<file path="config.mk">
export PLATFORM = sky130hd
export DESIGN_NAME = pipe_hazard_ctrl
export DESIGN_NICKNAME = d
export VERILOG_FILES = /design/src/rtl/pipe_hazard_ctrl_pkg.sv /design/src/rtl/pipe_hazard_ctrl_sat_counter.sv /design/src/rtl/pipe_hazard_ctrl.sv
export SDC_FILE = /design/constraint.sdc
export NUM_CORES = 1
export LEC_CHECK = 0
export CORE_ASPECT_RATIO = 2
export CORE_MARGIN = 1
export CORE_UTILIZATION = 44
export CTS_BUF_LIST = sky130_fd_sc_hd__clkbuf_4 sky130_fd_sc_hd__clkbuf_8 sky130_fd_sc_hd__clkbuf_16
export CTS_CLUSTER_SIZE = 12
export DETAILED_ROUTE_END_ITERATION = 6
export PLACE_DENSITY = 0.76
export SLEW_MARGIN = 10
export SYNTH_ARGS = -nofsm -noshare
export SYNTH_HDL_FRONTEND = slang
export SYNTH_SLANG_ARGS = --single-unit
</file>
<file path="constraint.sdc">
create_clock -name clk -period 5.7 [get_ports clk]
set_input_delay 1.14 -clock clk [delete_from_list [all_inputs] [get_ports clk]]
set_output_delay 1.14 -clock clk [all_outputs]
set_load 0.02 [all_outputs]
</file>
<file path="src/rtl/pipe_hazard_ctrl_pkg.sv">
// ---------------------------------------------------------------------------
// pipe_hazard_ctrl_pkg
//   Shared encodings for the pipeline hazard controller. It holds the EX
//   operand-forwarding select codes, the sequencing FSM state encodings and
//   a helper that picks the forwarding source for one EX operand.
// ---------------------------------------------------------------------------
package pipe_hazard_ctrl_pkg;

    localparam int REG_W = 5;

    // EX operand source select
    typedef enum logic [1:0] {
        FWD_RF  = 2'b00,   // register file value
        FWD_WB  = 2'b01,   // result currently in WB
        FWD_MEM = 2'b10    // result currently in MEM
    } fwd_sel_t;

    // Sequencing FSM
    typedef enum logic [1:0] {
        RUN  = 2'b00,
        HOLD = 2'b01,
        ERR  = 2'b10
    } ctrl_state_t;

    // Forwarding source for one EX source register. The younger MEM result
    // wins over WB. x0 is never forwarded because it is hard-wired to zero.
    function automatic fwd_sel_t fwd_select(
        input logic [REG_W-1:0] src,
        input logic             mem_regwrite,
        input logic [REG_W-1:0] mem_rd,
        input logic             wb_regwrite,
        input logic [REG_W-1:0] wb_rd
    );
        if (mem_regwrite && (mem_rd != '0) && (mem_rd == src)) return FWD_MEM;
        if (wb_regwrite && (wb_rd != '0) && (wb_rd == src))    return FWD_WB;
        return FWD_RF;
    endfunction

endpackage

</file>
<file path="src/rtl/pipe_hazard_ctrl_sat_counter.sv">
// ---------------------------------------------------------------------------
// sat_counter
//   Event counter that counts up by one while inc is high and sticks at
//   all-ones instead of wrapping.
// Ports:
//   clk  in   rising-edge clock
//   rst  in   asynchronous, active-high reset (clears q)
//   inc  in   count this cycle
//   q    out  CNT_W-bit count value
// ---------------------------------------------------------------------------
module sat_counter #(
    parameter int CNT_W = 32
) (
    input  logic             clk,
    input  logic             rst,
    input  logic             inc,
    output logic [CNT_W-1:0] q
);

    // NOTE: sequential state uses non-blocking assignments so every flop
    // samples the values from before the clock edge.
    always_ff @(posedge clk or posedge rst) begin
        if (rst) begin
            q <= '0;
        end else if (inc && (q != '1)) begin
            q <= q + CNT_W'(1);
        end
    end

endmodule

</file>
<file path="src/rtl/pipe_hazard_ctrl.sv">
// ---------------------------------------------------------------------------
// pipe_hazard_ctrl
//   Hazard and sequencing controller for the 5-stage pipeline. It produces
//   the stall/flush controls for PC, IF/ID and ID/EX and the EX operand
//   forwarding selects. It also produces a global hold while a data-memory
//   access is pending, and it moves to a sticky error state when the wait
//   lasts too long. Three saturating counters record hold cycles, load-use
//   bubbles and redirects.
// Parameters:
//   MEM_TIMEOUT  consecutive dmem wait cycles tolerated in HOLD (0 = never time out)
//   CNT_W        performance counter width
// Ports:
//   clk, rst                     clock / async active-high reset
//   id_rs1, id_rs2               ID source registers
//   id_use_rs1, id_use_rs2       ID instruction really reads rs1 / rs2
//   ex_rs1, ex_rs2, ex_rd        EX source and destination registers
//   ex_memread                   EX instruction is a load
//   ex_redirect                  branch taken / jump resolved in EX
//   mem_rd, mem_regwrite         MEM destination / write enable
//   wb_rd, wb_regwrite           WB destination / write enable
//   dmem_req, dmem_ready         data-memory access pending / completing
//   pc_stall, if_id_stall        PC and IF/ID hold
//   if_id_flush, id_ex_flush     load zeros into IF/ID, ID/EX
//   id_ex_stall                  ID/EX takes a bubble
//   npc_redirect                 PC takes the EX target
//   pipe_hold                    every stage register holds
//   fwd_a, fwd_b                 EX operand selects (fwd_sel_t codes)
//   mem_err                      sticky memory timeout error
//   cnt_hold, cnt_bubble, cnt_flush  saturating event counters
// ---------------------------------------------------------------------------
module pipe_hazard_ctrl
    import pipe_hazard_ctrl_pkg::*;
#(
    parameter int MEM_TIMEOUT = 16,
    parameter int CNT_W       = 32
) (
    input  logic             clk,
    input  logic             rst,
    input  logic [4:0]       id_rs1,
    input  logic [4:0]       id_rs2,
    input  logic             id_use_rs1,
    input  logic             id_use_rs2,
    input  logic [4:0]       ex_rs1,
    input  logic [4:0]       ex_rs2,
    input  logic [4:0]       ex_rd,
    input  logic             ex_memread,
    input  logic             ex_redirect,
    input  logic [4:0]       mem_rd,
    input  logic             mem_regwrite,
    input  logic [4:0]       wb_rd,
    input  logic             wb_regwrite,
    input  logic             dmem_req,
    input  logic             dmem_ready,
    output logic             pc_stall,
    output logic             if_id_stall,
    output logic             if_id_flush,
    output logic             id_ex_stall,
    output logic             id_ex_flush,
    output logic             npc_redirect,
    output logic             pipe_hold,
    output logic [1:0]       fwd_a,
    output logic [1:0]       fwd_b,
    output logic             mem_err,
    output logic [CNT_W-1:0] cnt_hold,
    output logic [CNT_W-1:0] cnt_bubble,
    output logic [CNT_W-1:0] cnt_flush
);

    // The wait counter only has to reach MEM_TIMEOUT. It saturates, so it
    // cannot wrap when the timeout is disabled.
    localparam int                WAIT_W      = (MEM_TIMEOUT < 1) ? 1 : $clog2(MEM_TIMEOUT + 1);
    localparam logic [WAIT_W-1:0] TIMEOUT_VAL = WAIT_W'(MEM_TIMEOUT);
    localparam bit                TIMEOUT_EN  = (MEM_TIMEOUT != 0);

    ctrl_state_t       state;
    logic [WAIT_W-1:0] wait_cnt;
    logic              mem_wait;
    logic              lduse;

    // A memory that is ready in the same cycle it is requested causes no wait.
    assign mem_wait = dmem_req & ~dmem_ready;

    // The load in EX writes a register that the ID instruction reads.
    assign lduse = ex_memread && (ex_rd != '0) &&
                   ((id_use_rs1 && (ex_rd == id_rs1)) ||
                    (id_use_rs2 && (ex_rd == id_rs2)));

    // -----------------------------------------------------------------------
    // Pipeline controls, highest priority first: ERR, memory wait, redirect,
    // load-use. A redirect wins over load-use because the ID instruction is
    // squashed anyway. A memory wait freezes EX, so a pending redirect is
    // presented again once the wait ends.
    // -----------------------------------------------------------------------
    always_comb begin
        // NOTE: every output gets a default before the branches, so no path
        // leaves one unassigned and no latch is inferred.
        pc_stall     = 1'b0;
        if_id_stall  = 1'b0;
        if_id_flush  = 1'b0;
        id_ex_stall  = 1'b0;
        id_ex_flush  = 1'b0;
        npc_redirect = 1'b0;
        pipe_hold    = 1'b0;
        fwd_a        = FWD_RF;
        fwd_b        = FWD_RF;

        if (!rst) begin
            if (state == ERR) begin
                pipe_hold = 1'b1;
            end else begin
                if (mem_wait) begin
                    pipe_hold = 1'b1;
                end else if (ex_redirect) begin
                    npc_redirect = 1'b1;
                    if_id_flush  = 1'b1;
                    id_ex_flush  = 1'b1;
                end else if (lduse) begin
                    pc_stall    = 1'b1;
                    if_id_stall = 1'b1;
                    id_ex_stall = 1'b1;
                end
                fwd_a = fwd_select(ex_rs1, mem_regwrite, mem_rd, wb_regwrite, wb_rd);
                fwd_b = fwd_select(ex_rs2, mem_regwrite, mem_rd, wb_regwrite, wb_rd);
            end
        end
    end

    // -----------------------------------------------------------------------
    // Sequencing FSM. wait_cnt holds the number of consecutive wait cycles
    // already seen. The timeout fires on the wait cycle after MEM_TIMEOUT
    // such cycles.
    // -----------------------------------------------------------------------
    always_ff @(posedge clk or posedge rst) begin
        if (rst) begin
            state    <= RUN;
            wait_cnt <= '0;
            mem_err  <= 1'b0;
        end else begin
            case (state)
                RUN: begin
                    if (mem_wait) begin
                        state    <= HOLD;
                        wait_cnt <= WAIT_W'(1);
                    end
                end
                HOLD: begin
                    if (!mem_wait) begin
                        state    <= RUN;
                        wait_cnt <= '0;
                    end else if (TIMEOUT_EN && (wait_cnt == TIMEOUT_VAL)) begin
                        state   <= ERR;
                        mem_err <= 1'b1;
                    end else if (wait_cnt != '1) begin
                        wait_cnt <= wait_cnt + WAIT_W'(1);
                    end
                end
                ERR: begin
                    mem_err <= 1'b1;
                end
                default: begin
                    state    <= RUN;
                    wait_cnt <= '0;
                end
            endcase
        end
    end

    // The controls above are mutually exclusive, so at most one counter
    // advances in any cycle.
    sat_counter #(.CNT_W(CNT_W)) u_cnt_hold (
        .clk (clk),
        .rst (rst),
        .inc (pipe_hold),
        .q   (cnt_hold)
    );

    sat_counter #(.CNT_W(CNT_W)) u_cnt_bubble (
        .clk (clk),
        .rst (rst),
        .inc (id_ex_stall),
        .q   (cnt_bubble)
    );

    sat_counter #(.CNT_W(CNT_W)) u_cnt_flush (
        .clk (clk),
        .rst (rst),
        .inc (npc_redirect),
        .q   (cnt_flush)
    );

endmodule

</file>
==> run summary <==
The maximum fanout along the worst path is 19. For the worst setup path, the data arrival time is 3750 ps. The via count of the first global-routing pass came out at 4843. The count of nets after finishing came out at 739. The switching share of power came out at 28.0%.

The internal portion of the total power is 1.24 mW. The synthesized area divided by synthesized cell count came out at 10.2 um2. The transition time at the pin with the least slew margin came out at 1220 ps. After synthesis, the cell types taking the most area are sky130_fd_sc_hd__dfrtp_1 (47%), sky130_fd_sc_hd__xor2_1 (11%), sky130_fd_sc_hd__xnor2_1 (7.8%). IR analysis of the VDD net gives a maximum drop of 283 uV. Setup repair after global routing left no endpoint under its margin. The latest clock arrival within the worst-skew pair is 350 ps. The detail route stage leaves a number of antenna-violating nets equal to 0.

The global-route wire length before repair came out at 23100 um. The row count is 57. For the worst setup path, the data required time is 4560 ps. The die covers 12900 um2. The detail-routed net length per standard cell is 17.1 um. In this run, the number of DRC markers left after iteration 0 of detailed routing was 146.

The area occupied by multi-input gates came out at 2730 um2. The net count of the mapped netlist came out at 588. The total setup buffers inserted after CTS is 0. For this run, asynchronously set or reset flops after synthesis account for 100%.

The met3 track utilization from global routing is 5.37%. The number of warnings reported in the yosys synthesis log came out at 0. The final setup violation count came out at 0. The via density per instance is 5.53. The share of the synthesized area in the top cell type came out at 47.4%. The quantity of I/O buffers inserted on ports came out at 152. The number of storage elements in the synthesis netlist is 104.

The total power density per cell area came out at 231 nW/um2. For this run, design rule violations remaining after detail routing come to 0. The combined flip-flop and latch cell area is 2600 um2. The worst setup path is launched from a primary input. The global-route congestion overflow total is 0. The clock arrives with 7.04 ps of skew. In this run the vertical extent of the chip is 160 um. The final estimated routing congestion in global placement is 0.934.

The timing-limited maximum frequency came out at 204 MHz. The sequential element share of the synthesized area is 47.4%. In this run the critical register-to-register path is launched from u_cnt_bubble.q[2]. The max-slew violation total from the final report came out at 0.

Measured on the finished design, the core utilization comes to 61.3%. The worst path in the final design needs a cycle of 4890 ps, including I/O delays and setup. The largest net degree at the start of global routing is 88.

The share of cells above drive strength 1 is 4.91%. The effective utilization at floorplan came out at 45.2%. The placeable core area is 12100 um2. For this block, the routed nets add up to 14400 um of wire. The share of the cycle needed by the critical path after routing is 85.8%. The final antenna diode count came out at 0. The number of distinct standard cells referenced by the synthesized netlist is 49. sky130_fd_sc_hd__dfrtp_1 takes more of the synthesized area than any other cell.

The worst setup path is captured at a primary output. The met1 global-route usage came out at 23.6%. In this run the power spent charging and discharging nets is 481 uW.

Global routing consumed, on the met2 layer, 42.8% of the routing resources. The TritonCTS clock tree is built. The count of H-tree levels built during CTS is 3. The reported max-cap violation count came out at 0. The initial antenna violation count is 0.

The maximum count of clock buffers along a single path is 2. The first-pass iteration count of the detailed router came out at 4. The number of enable-type register cells in the synthesized netlist is 0. The logic depth of the worst register-to-register path came out at 5. The critical path ends at fwd_b[0]. Buffers inserted to repair hold after CTS numbered 0. Prior to clock tree synthesis, the placed netlist has a worst setup slack of 762 ps. The CTS buffer count is 9. The share of total power dissipated in the clock network is 35.7%.

Headroom to the max-slew limit came out at 17.9%. The critical path is of the in2out type. The hold violation count in the final report came out at 0.

The quantity of gates resized following cts came out at 0. Leaving out fill and tap cells, the most frequent cells in the layout are sky130_fd_sc_hd__clkdlybuf4s50_1 (152), sky130_fd_sc_hd__dfrtp_1 (104), sky130_fd_sc_hd__xor2_1 (72), sky130_fd_sc_hd__xnor2_1 (49), sky130_fd_sc_hd__nand2_1 (48). The static leakage is 3.24 nW.

The root buffer cell chosen for the clock tree is sky130_fd_sc_hd__clkbuf_16. The endpoint identified for the worst register-to-register timing path is u_cnt_bubble.q[1]. The area growth from synthesis to final layout is 35.6%.

The die outline width came out at 81.0 um. The internal reg-to-reg setup slack is 2840 ps. Sequential cells account for 48.0% of the total power.

The run finished with clean final reports. The clock slew at the register clock pins of the worst setup and hold paths came out at 70 ps. The total global-route track usage came out at 23.1%. The total I/O pin count came out at 153. The final instance count without filler cells came out at 840. The library cell used most frequently in the layout, excluding fill and tap cells, is sky130_fd_sc_hd__clkdlybuf4s50_1. The combinational cell fraction of total power came out at 16.3%. The total of fill cells in the finished design came out at 1025. Clock tree synthesis found a total of 104 sinks. The post-placement cell count is 823. The final setup slack of the worst path came out at 809 ps. The min-delay analysis places its worst path in the category reg2reg. The post-synthesis instance total came out at 537. The layer flagged by global routing as most heavily used is met2.

The summed negative setup slack over all endpoints is 0 ps. The main flop type after synthesis is sky130_fd_sc_hd__dfrtp_1. The detailed router placed 4648 vias in this run. Once detailed placement completed, the half-perimeter wirelength came to 11000 um. The startpoint of the most critical setup path is rst.

The cell area that synthesis handed to floorplanning was 5490 um2.
[per-stage QoR]
| step | power (mW) | hold slack, ps | instance area (um2) |
|---|---|---|---|
| after floorplan | 0.967 | 461 | 5490 |
| after global placement | 1.11 | 456 | 7110 |
| after detailed placement | 1.12 | 460 | 7110 |
| after CTS | 1.74 | 489 | 7410 |
| after global routing | 1.80 | 494 | 7440 |
| final | 1.72 | 483 | 7440 |
[worst min path at each step]
| stage | from | end | depth (start not counted) |
|---|---|---|---|
| 2_1_floorplan | wait_cnt[3] | wait_cnt[3] | 1 |
| 3_3_place_gp | mem_err | mem_err | 1 |
| 3_5_place_dp | mem_err | mem_err | 1 |
| 4_1_cts | mem_err | mem_err | 1 |
| 5_1_grt | mem_err | mem_err | 1 |
| 6_report | mem_err | mem_err | 1 |
[state kept, by name, indices dropped and copies added (netlist names)]
register and cells:
wait_cnt 5, u_cnt_hold.q 32, mem_err 1, u_cnt_bubble.q 32, u_cnt_flush.q 32, state 2
[worst max-delay path, stage by stage]
cell and delay, ps:
sky130_fd_sc_hd__clkdlybuf4s50_1 480, sky130_fd_sc_hd__clkinvlp_4 330, sky130_fd_sc_hd__and2_1 250, sky130_fd_sc_hd__o211ai_1 120, sky130_fd_sc_hd__or4_1 530, sky130_fd_sc_hd__nor4_1 210, sky130_fd_sc_hd__clkdlybuf4s50_1 660
[cell usage after synthesis, types with 2 or more instances]
master / instances
sky130_fd_sc_hd__buf_4: 4
sky130_fd_sc_hd__or3_1: 4
sky130_fd_sc_hd__nand2_1: 48
sky130_fd_sc_hd__xor2_1: 72
sky130_fd_sc_hd__or4_1: 5
sky130_fd_sc_hd__and2_1: 7
sky130_fd_sc_hd__a211o_1: 2
sky130_fd_sc_hd__nor4_4: 2
sky130_fd_sc_hd__buf_2: 2
sky130_fd_sc_hd__and3_1: 15
sky130_fd_sc_hd__buf_6: 3
sky130_fd_sc_hd__nor3_1: 21
sky130_fd_sc_hd__nand2b_1: 2
sky130_fd_sc_hd__xnor2_1: 49
sky130_fd_sc_hd__o21ai_0: 6
sky130_fd_sc_hd__nand4b_1: 2
sky130_fd_sc_hd__clkbuf_1: 5
sky130_fd_sc_hd__and4_1: 9
sky130_fd_sc_hd__a21oi_1: 6
sky130_fd_sc_hd__ha_1: 6
sky130_fd_sc_hd__or2_2: 4
sky130_fd_sc_hd__nand4_1: 29
sky130_fd_sc_hd__mux2_2: 3
sky130_fd_sc_hd__nor2_1: 31
sky130_fd_sc_hd__dfrtp_1: 104
sky130_fd_sc_hd__inv_1: 15
sky130_fd_sc_hd__nor4_1: 26
sky130_fd_sc_hd__nand3_1: 34
[power by group through the flow]
| stage | sequential, mW | clock, mW | combinational [mW] |
|---|---|---|---|
| after floorplan | 0.874 | 0 | 0.0924 |
| after global placement | 0.835 | 0 | 0.272 |
| after detailed placement | 0.838 | 0 | 0.281 |
| after CTS | 0.825 | 0.628 | 0.283 |
| after global routing | 0.833 | 0.659 | 0.304 |
| final | 0.824 | 0.613 | 0.281 |
[metal layers]
layer  share of wire [%]  wire [um]
met5                   0          0
met3                 4.8        687
met4                 3.2        460
met2                  56       8000
met1                  36       5240
[kinds of logic (layout without fill, tap and decap cells)]
group                      after synthesis  after routing  synth area share, %
muxes                                    4              4                0.798
buffers and inverters                   30            186                 2.78
adders and majority gates                6              6                 1.37
and+or+nand+nor                        247            247                 25.3
AOI/OAI and AO/OA                       25             25                 2.99
DFF                                    104            104                 47.4
xor gates and xnor gates               121            121                 19.3
[final cells by class]
class / instances / area share (%)
multi-input combinational: 403 / 36.7
sequential: 104 / 35.0
timing repair buffer: 155 / 21.0
clock buffer: 10 / 3.21
tap: 147 / 2.47
inverter: 15 / 0.808
clock inverter: 6 / 0.757
Power figures use the tool's default switching activity.
